--- config.mk ---
export PLATFORM = sky130hd
export DESIGN_NAME = output_sram_writer
export DESIGN_NICKNAME = d
export VERILOG_FILES = /design/src/rtl/ece564_pkg.sv /design/src/rtl/output_sram_writer.sv
export SDC_FILE = /design/constraint.sdc
export NUM_CORES = 1
export LEC_CHECK = 0
export ABC_AREA = 1
export CAP_MARGIN = 20
export CELL_PAD_IN_SITES_DETAIL_PLACEMENT = 1
export CELL_PAD_IN_SITES_GLOBAL_PLACEMENT = 1
export CORE_MARGIN = 10
export CORE_UTILIZATION = 37
export CTS_CLUSTER_SIZE = 24
export DETAILED_ROUTE_END_ITERATION = 16
export PLACE_DENSITY = 0.81
export SLEW_MARGIN = 15
export SYNTH_ARGS = -nofsm -noshare
export SYNTH_HDL_FRONTEND = slang
export SYNTH_SLANG_ARGS = --single-unit
--- constraint.sdc ---
create_clock -name clk -period 1.9 [get_ports clk]
set_input_delay 0.19 -clock clk [delete_from_list [all_inputs] [get_ports clk]]
set_output_delay 0.19 -clock clk [all_outputs]
set_load 0.005 [all_outputs]
--- src/rtl/ece564_pkg.sv ---
// Shared widths and writer state encoding for the ece564 output path.
package ece564_pkg;

    localparam int ADDRW = 12;
    localparam int DATAW = 16;
    localparam int PIXW  = 8;

    localparam logic [1:0] ST_IDLE  = 2'd0;
    localparam logic [1:0] ST_EMPTY = 2'd1;
    localparam logic [1:0] ST_HALF  = 2'd2;

    typedef enum logic [1:0] {
        WR_IDLE  = ST_IDLE,
        WR_EMPTY = ST_EMPTY,
        WR_HALF  = ST_HALF
    } writer_state_t;

endpackage

--- src/rtl/output_sram_writer.sv ---
// Packs pairs of 8-bit ReLU results into 16-bit output SRAM words.
// Optional feature macro: OUTPUT_SRAM_WRITER_COUNT_EN adds a saturating words_written counter.
module output_sram_writer
    import ece564_pkg::*;
(
    input  logic             clk,
    input  logic             reset_b,
    input  logic             start,
    input  logic [ADDRW-1:0] base_addr,
    input  logic             in_valid,
    output logic             in_ready,
    input  logic [PIXW-1:0]  in_data,
    input  logic             in_last,
    output logic             output_sram_write_enable,
    output logic [ADDRW-1:0] output_sram_write_addresss,
    output logic [DATAW-1:0] output_sram_write_data,
    output logic             busy,
    output logic             done
`ifdef OUTPUT_SRAM_WRITER_COUNT_EN
    ,
    output logic [15:0]      words_written
`endif
);

    writer_state_t    state;
    logic [ADDRW-1:0] ptr;
    logic [PIXW-1:0]  low_byte;

    logic             xfer;
    logic             start_ok;
    logic             write_now;
    logic [DATAW-1:0] next_data;

    assign in_ready  = (state != WR_IDLE);
    assign xfer      = in_valid & in_ready;
    assign start_ok  = start && (state == WR_IDLE);
    // A word completes on the second byte, or early when the last result lands alone.
    assign write_now = xfer && ((state == WR_HALF) || in_last);
    assign next_data = (state == WR_HALF) ? {in_data, low_byte} : {PIXW'(0), in_data};

    always_ff @(posedge clk or negedge reset_b) begin
        if (!reset_b) begin
            state    <= WR_IDLE;
            ptr      <= '0;
            low_byte <= '0;
        end else begin
            case (state)
                WR_IDLE: begin
                    if (start) begin
                        state <= WR_EMPTY;
                        ptr   <= base_addr;
                    end
                end
                WR_EMPTY: begin
                    if (xfer) begin
                        if (in_last) begin
                            state <= WR_IDLE;
                            ptr   <= ptr + ADDRW'(1);
                        end else begin
                            low_byte <= in_data;
                            state    <= WR_HALF;
                        end
                    end
                end
                WR_HALF: begin
                    if (xfer) begin
                        state <= in_last ? WR_IDLE : WR_EMPTY;
                        ptr   <= ptr + ADDRW'(1);
                    end
                end
                default: state <= WR_IDLE;
            endcase
        end
    end

    // Address and data only update on a write so they hold while the strobe is low.
    always_ff @(posedge clk or negedge reset_b) begin
        if (!reset_b) begin
            output_sram_write_enable   <= 1'b0;
            output_sram_write_addresss <= '0;
            output_sram_write_data     <= '0;
            done                       <= 1'b0;
            busy                       <= 1'b0;
        end else begin
            output_sram_write_enable <= write_now;
            done                     <= write_now && in_last;
            if (write_now) begin
                output_sram_write_addresss <= ptr;
                output_sram_write_data     <= next_data;
            end
            // A start accepted in the done cycle keeps busy asserted.
            if (start_ok) begin
                busy <= 1'b1;
            end else if (done) begin
                busy <= 1'b0;
            end
        end
    end

`ifdef OUTPUT_SRAM_WRITER_COUNT_EN
    always_ff @(posedge clk or negedge reset_b) begin
        if (!reset_b) begin
            words_written <= '0;
        end else if (start_ok) begin
            words_written <= '0;
        end else if (write_now && (words_written != 16'hFFFF)) begin
            words_written <= words_written + 16'd1;
        end
    end
`endif

endmodule

==> key figures <==
Outcome
  • Status: complete, no violations

Power
  • Power density cells: 1570 mW/mm^2
  • Leak: roughly 1.6 nW
  • Peak VDD IR: roughly 0.5 mV

Synthesis
  • Synthesized Nets: 338
  • Post-synthesis sequential area ratio: 0.526
  • Largest area contributor in the synthesized netlist: dfrtp_1
  • Top_reg_cell synth: dfrtp_1
  • Yosys reg bits: between 50 and 60
  • Cells after Synth: 308
  • Post-synth EDFFs: 0
  • Ys Warns: 0
  • Synth area leaders: dfrtp_1 (53%), nand2_1 (17%), o21ai_0 (6.6%)
  • Netlist cell types: 22
  • Post-Syn Area: 0.00252 sq mm
  • Syn_area_per_cell: between 8 and 9 sq um
  • Commonest cells in the synthesized netlist: nand2_1 (111), dfrtp_1 (53), o21ai_0 (33)
  • Top-count cell post-synth: nand2_1
  • Async S/R FF share, synth: 1.00
  • Share of the synthesized area in the top cell type: 0.526

Place
  • Final GP Congestion: between 0.7 and 0.8
  • Placed cell area: ~0.0032 sq mm
  • DP HPWL: 5.19 mm
  • Pre-CTS setup slack: 0.251 ns
  • I/O Buffers: 56

Critical path
  • Max incr delay on CP: 0.52 ns
  • Slowest-stage cell, CP: clkdlybuf4s50_1
  • Reg2reg end: output_sram_write_data[15]
  • Critical Path Start Type: register
  • CP Class: reg2out
  • R2R depth: 7
  • Arrival time worst endpoint: 1.61 ns
  • Critical path data required time: 1.71 ns
  • Worst reg2reg setup slack: 0.27 ns
  • CP cell instances: inv_1 -> ha_1 -> inv_2 -> clkdlybuf4s50_1
  • Largest fanout on the critical path: 3
  • Critical path endpoint category: output port
  • RR Startpoint: state[0]

Final layout
  • Final #Nets: ~400
  • Layout cells sized above 1: 0.0736
  • Fin area: 0.00326 sq mm
  • Final-layout fill cell count: between 800 and 900
  • Layout area overhead: 29.4%
  • Antenna cells: 0
  • FF+latch area: 0.00133 sq mm
  • Area of the multi-input gates: just over 0.001 sq mm

Global route
  • Number of global-route vias before repair: around 2.3k
  • Aggregate global routing overflow: 0
  • Largest net degree at the start of global routing: 33
  • Initial antenna violation count: 0
  • First-pass GRT wire length: 11.3 mm
  • GRT Overall Usage: 0.134

Floorplanning
  • Ports: 57
  • Die Area: ~0.011 sq mm
  • Core Region: approximately 0.0067 sq mm
  • Die span in x: slightly above 100 um
  • Row count: 30
  • Die height: 103 um
  • Initial Utilization: 0.375

STA
  • Final worst-path cycle share: 0.948
  • Worst slew margin: 0.627
  • RSZ-0062 raised after global routing: no
  • Max frequency: between 500 and 600 MHz
  • Min Tclk post-route: ~1.8 ns
  • Worst slew pin tran: 0.560 ns
  • Worst setup margin: 0.0981 ns
  • Final slew viol count: 0
  • Final Hold Fails: 0
  • Clock Skew: 0.0110 ns
  • Setup TNS: 0 ns
  • Setup violators final: 0

Clocking
  • Clock slew at reported path FFs: 0.10 ns
  • Skew-Pair Late Insertion Delay: approximately 0.30 ns
  • CTS tree: yes
  • Clock Sinks: 53
  • CTS H-tree depth: 2
  • CTS Buf Count: 5
  • Post-CTS Resized: 0
  • Worst-case clock buffer depth: 2
  • Clock root cell: clkbuf_8

Run
  • Maxcap violations: 0

Worst hold path
  • Hold Crit Class: in2async

Detailed routing
  • DR DRC count: 0
  • DR vias/cell: 4.81
  • Via count: 2,152
  • DRT Pass-1 Iters: 4
  • Final WL: 6.71 mm
  • Wire length per cell: 15.0 um
  • DRC violation total after the first TritonRoute iteration: 75
  • Final ANT Viol Nets: 0
==> flip-flops by register name, summed over array words and instances (netlist names) <==
register                    cells
done                            1
output_sram_write_addresss     12
output_sram_write_data         16
state                           2
ptr                            12
low_byte                        8
output_sram_write_enable        1
busy                            1
==> logic make-up (layout without fill, tap and decap cells) <==
| kind of cell | count (synthesis) | count (layout) | synth area share |
|---|---|---|---|
| buf+inv | 40 | 99 | 0.0690 |
| xor+xnor | 4 | 4 | 0.0139 |
| compound gates | 46 | 46 | 0.0993 |
| fa+ha+maj | 5 | 5 | 0.0248 |
| simple gates | 160 | 160 | 0.267 |
| flops | 53 | 53 | 0.526 |
==> metal layers <==
| metal | track usage | wire length [um] | share of wire | vias up |
|---|---|---|---|---|
| met2 | 0.226 | 3310 | 0.49 | 43 |
| met5 | 0 | 0 | 0 | - |
| li1 | - | - | - | 1089 |
| met4 | 0.0358 | 40 | 0.0060 | 0 |
| met3 | 0.0295 | 297 | 0.044 | 2 |
| met1 | 0.170 | 3060 | 0.46 | 1018 |
==> per-stage QoR <==
step / cells / util / power, mW / hold WS [ns]
floorplan: 308 / - / 3.39 / -0.106
global placement: 439 / 0.471 / 4.42 / 0.213
detailed placement: 439 / 0.471 / 4.55 / 0.217
CTS: 447 / 0.485 / 5.22 / 0.423
global route: 447 / 0.485 / 5.65 / 0.449
finish: 447 / 0.485 / 5.13 / 0.397
==> layout make-up <==
cell class | count | share of cell area
sequential | 53 | 0.407
multi-input combinational | 215 | 0.313
inverter | 31 | 0.0357
clock buffer | 6 | 0.0253
tap | 80 | 0.0307
timing repair buffer | 61 | 0.186
clock inverter | 1 | 0.00230
==> what timing repair did <==
action,CTS,global route
setup buffers,0,0
endpoints found under the hold margin,21,0
hold buffers,1,0
endpoints found under the setup margin,0,0
==> layout by cell type, fill, tap and decap left out <==
cell	n
nand2_1	111
clkdlybuf4s50_1	55
dfrtp_1	53
o21ai_0	33
inv_1	27
nor2_1	26
nand3_1	12
a31oi_1	8
clkbuf_8	6
ha_1	5
inv_2	4
xor2_1	4
nor2_2	3
buf_4	3
nand2_4	2
o21ai_2	2
nand4_1	2
o22ai_1	2
nand3_4	1
nor2_4	1
nand3_2	1
or2_2	1
a21oi_1	1
clkinvlp_4	1
dlygate4sd3_1	1
buf_2	1
buf_12	1
==> worst max path at each step <==
stage | startpoint | slack (ns) | end
after floorplan | state[0] | 0.49 | ptr[10]
after global placement | state[0] | 0.36 | output_sram_write_addresss[8]
after detailed placement | state[0] | 0.25 | output_sram_write_data[15]
after CTS | state[0] | 0.08 | in_ready
after global routing | state[0] | 0.03 | in_ready
final | state[0] | 0.1 | in_ready
==> report_power, final <==
group | switching [mW] | internal, mW
Combinational | 1.32 | 1.14
Sequential | 0.372 | 1.65
Clock | 0.362 | 0.289
==> critical path, delay by kind of cell, from the launching register on <==
family / cells / cell delay [ns]
adder cells (fa/ha/maj): 1 / 0.23
buffers and inverters: 3 / 0.70
flip-flops: 1 / 0.38
Note: power is estimated with default switching activity, not from simulation.
